## config.mk

```make
export PLATFORM = sky130hd
export DESIGN_NAME = ui_bus_arbiter
export DESIGN_NICKNAME = d
export VERILOG_FILES = /design/src/rtl/ui_bus_arbiter.sv
export SDC_FILE = /design/constraint.sdc
export NUM_CORES = 1
export LEC_CHECK = 0
export CAP_MARGIN = 40
export CELL_PAD_IN_SITES_DETAIL_PLACEMENT = 0
export CELL_PAD_IN_SITES_GLOBAL_PLACEMENT = 1
export CORE_ASPECT_RATIO = 1.4
export CORE_MARGIN = 2
export CORE_UTILIZATION = 30
export DETAILED_ROUTE_END_ITERATION = 12
export GPL_TIMING_DRIVEN = 0
export MAX_ROUTING_LAYER = met4
export PLACE_DENSITY = 0.84
export SYNTH_ARGS = -nofsm -noshare
export SYNTH_HDL_FRONTEND = slang
export SYNTH_SLANG_ARGS = --single-unit
```

## constraint.sdc

```tcl
create_clock -name clk -period 2.1 [get_ports clk]
set_input_delay 0.21 -clock clk [delete_from_list [all_inputs] [get_ports clk]]
set_output_delay 0.21 -clock clk [all_outputs]
set_load 0.01 [all_outputs]
```

## src/rtl/ui_bus_arbiter.sv

```systemverilog
// ui_bus_arbiter: round-robin arbiter sharing the UI device port between two masters
module ui_bus_arbiter #(
    parameter int DBITS   = 32,
    parameter int DEVBITS = 2
) (
    input  logic               clk,
    input  logic               reset,
    input  logic               a_req,
    input  logic               a_wr,
    input  logic [DEVBITS-1:0] a_dev,
    input  logic [DBITS-1:0]   a_wdata,
    output logic               a_ack,
    output logic [DBITS-1:0]   a_rdata,
    input  logic               b_req,
    input  logic               b_wr,
    input  logic [DEVBITS-1:0] b_dev,
    input  logic [DBITS-1:0]   b_wdata,
    output logic               b_ack,
    output logic [DBITS-1:0]   b_rdata,
    output logic               ui_wrtEn,
    output logic [DEVBITS-1:0] ui_device,
    output logic [DBITS-1:0]   ui_in,
    input  logic [DBITS-1:0]   ui_out,
    output logic               busy
);
    typedef enum logic [1:0] {IDLE, ACCESS, DONE} state_t;

    state_t state;
    logic   last_b;
    logic   gnt_b;
    logic   pick_b;

    // B wins if it is the only requester, or on a tie when A was served last
    always_comb pick_b = b_req & (~a_req | ~last_b);

    // The ui_* registers double as the latched request fields: loaded at grant,
    // presented throughout ACCESS, and left in place afterwards with wrtEn low
    always_ff @(posedge clk or negedge reset) begin
        if (!reset) begin
            state     <= IDLE;
            last_b    <= 1'b1;
            gnt_b     <= 1'b0;
            a_ack     <= 1'b0;
            b_ack     <= 1'b0;
            a_rdata   <= '0;
            b_rdata   <= '0;
            ui_wrtEn  <= 1'b0;
            ui_device <= '0;
            ui_in     <= '0;
            busy      <= 1'b0;
        end else begin
            case (state)
                IDLE: if (a_req | b_req) begin
                    gnt_b     <= pick_b;
                    last_b    <= pick_b;
                    ui_wrtEn  <= pick_b ? b_wr : a_wr;
                    ui_device <= pick_b ? b_dev : a_dev;
                    ui_in     <= pick_b ? b_wdata : a_wdata;
                    state     <= ACCESS;
                    busy      <= 1'b1;
                end
                ACCESS: begin
                    ui_wrtEn <= 1'b0;
                    if (gnt_b) begin
                        b_rdata <= ui_out;
                        b_ack   <= 1'b1;
                    end else begin
                        a_rdata <= ui_out;
                        a_ack   <= 1'b1;
                    end
                    state <= DONE;
                end
                DONE: begin
                    a_ack <= 1'b0;
                    b_ack <= 1'b0;
                    state <= IDLE;
                    busy  <= 1'b0;
                end
                default: begin
                    state <= IDLE;
                    busy  <= 1'b0;
                end
            endcase
        end
    end
endmodule

```

# After elaboration in Yosys (flattened, before gate mapping)
# Index checks and enable logic that the tools add are counted.
[totals]
reg_bits = 106
latch_bits = 0
ramBits = 0
rom_bits = 0
in_bits = 106
out_inout_bits = 102
word_cells = 46
memories = 0
[op_classes]
n_addsub = 0
multipliers = 0
n_div = 0
n_lt_le_gt_ge = 0
eq_ne = 5
n_shift = 0
muxes = 13
bitwise_logic = 7
n_reduce_logical = 10
[ops]
columns = ["operator", "count"]
rows = [
  ["$mux W32", 1],
  ["$reduce_and A2 Y1", 7],
  ["$pmux W1 S2", 4],
  ["$ne A2 B2 Y1 const B", 3],
  ["$mux W1", 5],
  ["$mux W2", 2],
  ["$not A1 Y1", 4],
  ["$pmux W2 S2", 1],
  ["$reduce_bool A2 Y1", 2],
  ["$eq A2 B1 Y1 const B", 1],
  ["$eq A2 B2 Y1 const B", 1],
  ["$logic_not A2 Y1", 1],
  ["$or A1 B1 Y1", 2],
  ["$and A1 B1 Y1", 1],
]

# Logic depth before layout (Yosys ltp)
# Gate-level depths: netlist of run 1.
[logic_depth]
ltp_word = 6
ltp_mapped = 5
depth_no_buf = 4

# Worst setup path after synthesis of run 1
# OpenSTA, ideal clock, no wires.
[synth_path]
path_kind = "register to register"
start = "register last_b"
end = "register ui_in[4]"
setup_time_ps = 125
t_arrival_ps = 1459
required_ps = 1975
path_slack_ps = 516
path_stages_with_launch = 6
n_path_buf = 2
period_less_slack_ps = 1584
path_cell_list = "dfstp_2 a21bo_1 buf_6 buf_12 mux2_4 mux2_4"
[synth_via]
elab_chain_cells = 4
[synth_lines]
columns = ["item", "line", "rtl"]
rows = [
  ["start: declaration", "29", "logic last_b;"],
  ["start signal: assignment", "55", "last_b <= pick_b;"],
  ["$not A1 Y1", "34", "always_comb pick_b = b_req & (~a_req | ~last_b);"],
  ["$or A1 B1 Y1", "34", ""],
  ["$and A1 B1 Y1", "34", ""],
  ["$mux W32", "58", "ui_in <= pick_b ? b_wdata : a_wdata;"],
  ["end signal: assignment", "58", ""],
  ["end: declaration", "22", "output logic [DBITS-1:0] ui_in,"],
]
# No other way between the ends.
# A chain may end at the register's enable or synchronous reset.

# Worst setup path after layout of run 1
[layout_path]
start = "register state[1]"
end = "register a_rdata[28]"
[layout_via]
elab_chain_cells = 2
[layout_lines]
columns = ["item", "line", "rtl"]
rows = [
  ["start: declaration", "28", "state_t state;"],
  ["start signal: assignment", "40", "state <= IDLE;"],
  ["start signal: assignment", "59", "state <= ACCESS;"],
  ["start signal: assignment", "71", "state <= DONE;"],
  ["$eq A2 B1 Y1", "52", "case (state)"],
  ["$reduce_and A2 Y1 (no line)", "-", ""],
  ["end signal: assignment", "68", "a_rdata <= ui_out;"],
  ["end: declaration", "13", "output logic [DBITS-1:0] a_rdata,"],
]
# No other way between the ends.

==> results of run 1 <==
[Yosys cell counts]
master      n  share of area
mux2_4     56           0.18
a21o_1      1         0.0016
nand2b_1    1         0.0014
inv_1       2         0.0016
buf_4       6         0.0098
a21oi_1     3         0.0033
a21bo_1     1         0.0022
dfrtp_1   105           0.57
buf_12      3          0.013
mux2i_1     2         0.0043
inv_2       1        0.00081
nand2_1     4         0.0033
dfstp_2     1         0.0057
buf_6       1         0.0024
o21ai_0     2         0.0022
buf_2       4         0.0043
a31oi_1     1         0.0014
mux2_2     73           0.18
nor2_1      2         0.0016
o32ai_1     1         0.0019
o21a_2      1         0.0019
mux2_1      3         0.0073
[metal layers]
layer	vias up	part of all wire	wire length [µm]	GRT usage
met3	10	0.068	746	0.0381
met2	146	0.54	5890	0.258
li1	1418	-	-	-
met1	1519	0.38	4130	0.147
met5	-	0	0	-
met4	0	0.012	133	0.0378
[stage by stage]
| stage | total power, W | cells | TNS [ps] | hold slack, ps | utilization |
|---|---|---|---|---|---|
| after floorplan | 0.00638 | 274 | 0 | -85.6 | - |
| after global placement | 0.00906 | 673 | -322840 | 465 | 0.460 |
| after detailed placement | 0.00923 | 674 | 0 | 286 | 0.462 |
| after CTS | 0.0109 | 691 | 0 | 451 | 0.481 |
| after global routing | 0.0113 | 691 | 0 | 485 | 0.481 |
| final | 0.0107 | 691 | 0 | 433 | 0.481 |
[report_power, final]
group	leakage [nW]	internal, W	total, W	switching, W
Combinational	1.73	0.00347	0.00538	0.00191
Sequential	1.24	0.00312	0.00371	0.000590
Clock	0.135	0.000820	0.00157	0.000748
Total	3.11	0.00741	0.0107	0.00325
[cells by family after synthesis]
family                 after synthesis
AO/OA/AOI/OAI                       10
flip-flops                         106
AND/OR/NAND/NOR                      7
buffers and inverters               17
multiplexers                       134
[cell type report]
type	instances	area (µm²)	area share
Sequential cell	106	2650	0.367
Timing Repair Buffer	209	2110	0.291
Multi-Input combinational cell	151	1810	0.250
Tap cell	192	240	0.0332
Clock buffer	10	229	0.0316
Buffer	14	136	0.0188
Clock inverter	6	50.0	0.00691
Inverter	3	11.3	0.00156
[sequential cells by signal, indices dropped and copies added, names as in the netlist]
name and flops:
a_rdata 32, ui_in 32, b_ack 1, gnt_b 1
ui_wrtEn 1, b_rdata 32, ui_device 2, busy 1
a_ack 1, state 2, last_b 1
[worst register-to-register path, stage by stage (launching register included)]
cell and delay, ps:
dfrtp_1 430, nand2b_1 220, nor2_1 350, buf_4 300, mux2_2 360
[worst max path at each step]
stage | startpoint | endpoint
6_report | state[1] | a_rdata[28]
5_1_grt | state[1] | a_rdata[27]
4_1_cts | state[1] | a_rdata[21]
3_5_place_dp | b_req | ui_in[23]
3_3_place_gp | reset | ui_in[13]
2_1_floorplan | last_b | ui_in[4]
==> impl_metrics.toml, run 1 <==
[sta]
finalHoldViolCount = 0
worstMarginPinSlew_ps = 652
setup_ws_ps = 325
rsz0062_at_grt = "no"
finalCritPeriodShare = 0.845
setup_violations = 0
relSlewSlack = 0.565
clock_skew_ps = 9.13
slew_violations = 0
period_needed_ps = 1770
fmax_mhz = 563

[yosys]
synth_top_family_by_area = "multiplexers"
ys_types = 22
synth_fp_nets = 380
syn_inst = 274
synth.ff_latch_count = 106
synth-simple-area-share = 0.00624
netlist_area_um2 = 4610
syn_area_per_cell_um2 = 16.8
yosysSeqAreaShare = 0.575
synthMuxAreaShare = 0.372
synth_fa_ha_area_frac = 0
synth_compound_area_frac = 0.0144
yosys.area_share.xor_xnor = 0
ys_warn_count = 0

[cells_and_area]
areaGrowthSynthToFinish_pct = 56.9
final_common_cell = "clkdlybuf4s50_1"
finalInstanceArea_um2 = 7240
final_cell_mix = "clkdlybuf4s50_1, dfrtp_1, mux2_2"
final.fill_count = 1317
drive_gt1_frac = 0.327
nets = 600
antenna_cells = 0

[worst_setup_path]
reg2reg_from = "state[1]"
path_class = "reg2reg"
start_kind = "flip-flop"
r2r-end = "a_rdata[28]"
critPathArrivalTime_ps = 2000
rrSetupSlack_ps = 330
critPathCaptureType = "flip-flop"
slowest_stage = "dfrtp_1"
slowest_delay_ps = 430
worst-path-stages = 4
reg2regPathDepth = 4
cp_top_family = "simple AND/OR/NAND/NOR gates"
required_ps = 2320
crit_chain = "nand2b_1 > nor2_1 > buf_4 > mux2_2"
path_buf_inv = 1
crit_fanout = 10

[power]
p_per_area_nw_per_um2 = 1470
ir_worst_vdd_mv = 0.755
leakagePower_nw = 3.11

[placement]
place_ws_ps = 174
placed_area_um2 = 6950
post-dp-hpwl_um = 8590
portBuffers = 207
gp_congestion = 0.730

[grt]
grt_overflow = 0
grt_max_degree = 58
grtUsageTotal = 0.141
antenna_found_initial = 0
grt_pass1_wl_um = 17300
grt_pass1_vias = 3423

[routing]
detail-route-antenna-nets = 0
vias = 3093
dr.pass1.iters = 4
drc = 0
viasPerCell = 4.48
post_drt_wl_per_cell_um = 15.8
drt-total-wl_um = 10900
drtIter0Drc = 64

[die]
row_count = 53
die_x_um = 109
pin_count = 208
initial_core_util = 0.306
dieArea_um2 = 16400
core-area_um2 = 15100
die_h_um = 151

[run_status]
status = "completed"

[min_path]
hold_path.class = "in2async"

[clocking]
cts_resized = 0
clk_latency_ps = 340
clk_pin_slew_worst_paths_ps = 70
cts_htree_levels = 3
cts_inserted_buffers = 9
clockBufferDepth = 2
root_buffer = "clkbuf_16"
ctsHoldBuffers = 1
cts.sinks = 106
cts_setup_buffers = 0
cts_tree = "built"

[run]
cap_viol_max_count = 0
(Power assumes the default switching activity.)
==> inputs of run 2 (changes only) <==
- clock period: 2.1 -> 1.8 ns (I/O delays scaled with it)
==> impl_metrics.toml, run 2 (synthesis gave the netlist of run 1 again) <==
[cells_and_area]
final_common_cell = "clkdlybuf4s50_1"
areaGrowthSynthToFinish_pct = 57.0
nets = 600
antenna_cells = 0
top_regs = "a_rdata (32), b_rdata (32), ui_in (32)"
drive_gt1_frac = 0.331
final_cell_mix = "clkdlybuf4s50_1, dfrtp_1, mux2_2"
fin_cells = 691

[placement]
place_ws_ps = -96.3
dp.cells = 674
gp_congestion = 0.730
post-dp-hpwl_um = 8590
portBuffers = 207

[routing]
detail-route-antenna-nets = 0
drt-total-wl_um = 10900
dr.pass1.iters = 4
vias = 3101
viasPerCell = 4.49
drc = 0
post_drt_wl_per_cell_um = 15.8
drtIter0Drc = 53

[clocking]
clk_pin_slew_worst_paths_ps = 70
clk_latency_ps = 340
cts_htree_levels = 3
clockBufferDepth = 2
cts.sinks = 106
root_buffer = "clkbuf_16"
cts_tree = "built"
cts_inserted_buffers = 9

[sta]
period_needed_ps = 1700
setup_violations = 0
slew_violations = 0
clock_skew_ps = 9.72
rsz0062_at_grt = "yes"
worstMarginPinSlew_ps = 654
setup_ws_ps = 104
setup_tns_ps = 0
relSlewSlack = 0.564
fmax_mhz = 589
finalHoldViolCount = 0
finalCritPeriodShare = 0.942

[grt]
grtUsageTotal = 0.141
grt_max_degree = 58
antenna_found_initial = 0
grt_pass1_vias = 3426
grt_overflow = 0
grt_pass1_wl_um = 17300

[worst_setup_path]
critPathArrivalTime_ps = 1910
path_class = "reg2reg"
critPathCaptureType = "flip-flop"
crit_fanout = 10
start_kind = "flip-flop"
r2r-end = "b_rdata[16]"
cp-endpoint = "b_rdata[16]"
crit_start = "state[1]"
reg2regPathDepth = 5
rrSetupSlack_ps = 100
required_ps = 2020
reg2reg_from = "state[1]"

[min_path]
hold_path.class = "in2async"

[run]
cap_viol_max_count = 0

[run_status]
status = "completed"

[die]
die_x_um = 109
row_count = 53
pin_count = 208
die_h_um = 151
initial_core_util = 0.306
core-area_um2 = 15100
dieArea_um2 = 16400

[power]
leakagePower_nw = 3.11
ir_worst_vdd_mv = 0.881
p_per_area_nw_per_um2 = 1720
power_w = 0.0125
run 2: per-layer routing:
metal | track usage | share of wire | vias to the layer above
met3 | 0.0381 | 0.069 | 12
met2 | 0.259 | 0.54 | 150
met4 | 0.0378 | 0.014 | 0
met5 | - | 0 | -
met1 | 0.147 | 0.38 | 1522
li1 | - | - | 1417
run 2: cell type report:
class | count | area [µm²]
clock buffer | 10 | 229
inverter | 3 | 11.3
multi-input combinational | 151 | 1820
timing repair buffer | 209 | 2110
sequential | 106 | 2650
buffer | 14 | 136
clock inverter | 6 | 50.0
fill | 1317 | 7810
tap | 192 | 240
run 2: worst min path at each step:
stage | startpoint | end | cells after the start
after global placement | busy | busy | 1
after floorplan | reset | a_ack | 0
after CTS | reset | b_rdata[9] | 2
after global routing | a_req | last_b | 2
after detailed placement | reset | b_rdata[9] | 1
final | reset | a_rdata[5] | 2
run 2: what timing repair did:
action                                  in CTS  in global routing
gates resized for setup                      1                  1
hold buffers                                 1                  0
buffers inserted                             0                  0
hold endpoints to repair                    48                  0
endpoints found under the setup margin       5                 16
gates cloned                                 0                  0
run 2: where the power goes:
| group | internal (W) | switching, W | total (W) | leakage (nW) |
|---|---|---|---|---|
| registers | 0.00364 | 0.000695 | 0.00433 | 1.24 |
| clock network | 0.000956 | 0.000874 | 0.00183 | 0.135 |
| logic | 0.00405 | 0.00223 | 0.00629 | 1.73 |
| total | 0.00865 | 0.00380 | 0.0125 | 3.11 |
run 2: critical path: stages (launching register included):
cell and delay (ps):
dfrtp_1 430, nand2b_1 230, inv_2 50, nand2_1 170
buf_2 310, mux2_2 380
run 2: stage by stage:
stage / instance area (µm²) / hold WS (ps) / util
after global placement: 6930 / 465 / 0.460
final: 7240 / 403 / 0.481
after floorplan: 4610 / -116 / -
after detailed placement: 6950 / 256 / 0.462
after CTS: 7240 / 421 / 0.481
after global routing: 7240 / 455 / 0.481
==> inputs of run 3 (changes only) <==
- CTS_BUF_LIST: default -> sky130_fd_sc_hd__clkbuf_8
==> impl_metrics.toml, run 3 (synthesis gave the netlist of run 1 again) <==
[cells_and_area]
seq_area_um2 = 2650
antenna_cells = 0
top_regs = "a_rdata (32), b_rdata (32), ui_in (32)"
final_cell_mix = "clkdlybuf4s50_1, dfrtp_1, mux2_2"
areaGrowthSynthToFinish_pct = 54.8
final.fill_count = 1330
final_common_cell = "clkdlybuf4s50_1"
drive_gt1_frac = 0.331
nets = 600
fin_cells = 691
multiInputGateArea_um2 = 1820

[clocking]
root_buffer = "clkbuf_8"
cts_inserted_buffers = 9
cts.sinks = 106
clockBufferDepth = 2
clk_latency_ps = 370
clk_pin_slew_worst_paths_ps = 110
cts_tree = "built"
cts_setup_buffers = 0
cts_htree_levels = 3

[run_status]
status = "completed"

[worst_setup_path]
start_kind = "flip-flop"
slowest_delay_ps = 470
crit_chain = "nand2b_1 > inv_2 > nand2_1 > buf_2 > mux2_2"
critPathArrivalTime_ps = 1940
r2r-end = "b_rdata[16]"
reg2regPathDepth = 5
reg2reg_from = "state[0]"
path_buf_inv = 2
crit_fanout = 10
rrSetupSlack_ps = 100
slowest_stage = "dfrtp_1"
cp_top_family = "flip-flops"
required_ps = 2040
critPathCaptureType = "flip-flop"
path_class = "reg2reg"

[die]
dieArea_um2 = 16400
pin_count = 208
die_h_um = 151
initial_core_util = 0.306
die_x_um = 109
core-area_um2 = 15100
row_count = 53

[grt]
grt_pass1_wl_um = 17300
antenna_found_initial = 0
grtUsageTotal = 0.141
grt_overflow = 0
grt_pass1_vias = 3426
grt_max_degree = 58

[placement]
post-dp-hpwl_um = 8590
portBuffers = 207
gp_congestion = 0.730
dp.cells = 674

[sta]
finalHoldViolCount = 0
fmax_mhz = 588
relSlewSlack = 0.566
setup_tns_ps = 0
rsz0062_at_grt = "yes"
setup_violations = 0
worstMarginPinSlew_ps = 651
period_needed_ps = 1700
finalCritPeriodShare = 0.945
slew_violations = 0
clock_skew_ps = 18.5

[routing]
drc = 0
detail-route-antenna-nets = 0
drtIter0Drc = 82
highest_layer = "met4"
drt-total-wl_um = 10900
wl_met1_um = 4100
post_drt_wl_per_cell_um = 15.8
wl_met3_um = 734
viasPerCell = 4.49
dr.pass1.iters = 4
wl_met2_um = 5900
vias = 3102

[power]
ir_worst_vdd_mv = 0.777
leakagePower_nw = 3.06
p_per_area_nw_per_um2 = 1670

[min_path]
hold_path.class = "in2async"

[run]
cap_viol_max_count = 0
==> run 3: cell types whose count changed in the layout (fill, tap and decap cells not counted), sizes merged <==
cell    delta
clkbuf     -1
inv        +1
==> run 3: per-stage QoR <==
stage | power [W] | hold WS [ps] | setup slack, ps | util | area (µm²)
6_report | 0.0120 | 370 | 99.5 | 0.475 | 7140
2_1_floorplan | 0.00745 | -116 | 216 | - | 4610
5_1_grt | 0.0127 | 414 | -12.9 | 0.475 | 7140
3_3_place_gp | 0.0106 | 465 | -3340 | 0.460 | 6930
4_1_cts | 0.0122 | 381 | 19.9 | 0.474 | 7140
3_5_place_dp | 0.0108 | 256 | -96.3 | 0.462 | 6950
==> run 3: worst max-delay path by stage <==
stage                   from     endpoint  slack (ps)  cells after the start
floorplan             last_b     ui_in[4]         220                      5
global placement       reset    ui_in[13]       -3340                      1
detailed placement     b_req    ui_in[23]        -100                      6
CTS                 state[0]    ui_in[19]          20                      5
global route        state[1]   b_rdata[4]         -10                      5
finish              state[0]  b_rdata[16]         100                      5
==> run 3: final cells by class <==
type | instances | area share
Buffer | 14 | 0.0191
Clock buffer | 9 | 0.0173
Clock inverter | 7 | 0.00753
Inverter | 3 | 0.00158
Multi-Input combinational cell | 151 | 0.254
Sequential cell | 106 | 0.372
Tap cell | 192 | 0.0336
Timing Repair Buffer | 209 | 0.295
==> run 3: power breakdown <==
part | internal, W | switching [W]
Combinational | 0.00405 | 0.00223
Clock | 0.000516 | 0.000828
Sequential | 0.00363 | 0.000694
Total | 0.00820 | 0.00376
==> run 3: layer usage <==
layer | up-vias | track usage
li1 | 1416 | -
met1 | 1531 | 0.147
met2 | 145 | 0.259
met3 | 10 | 0.0355
met4 | 0 | 0.0417
met5 | - | -
==> run 3: timing repair <==
action / 4_1_cts / 5_1_grt
resized for setup: 1 / 1
hold endpoints to repair: 48 / 0
hold buffers: 1 / 0
setup endpoints to repair: 9 / 16
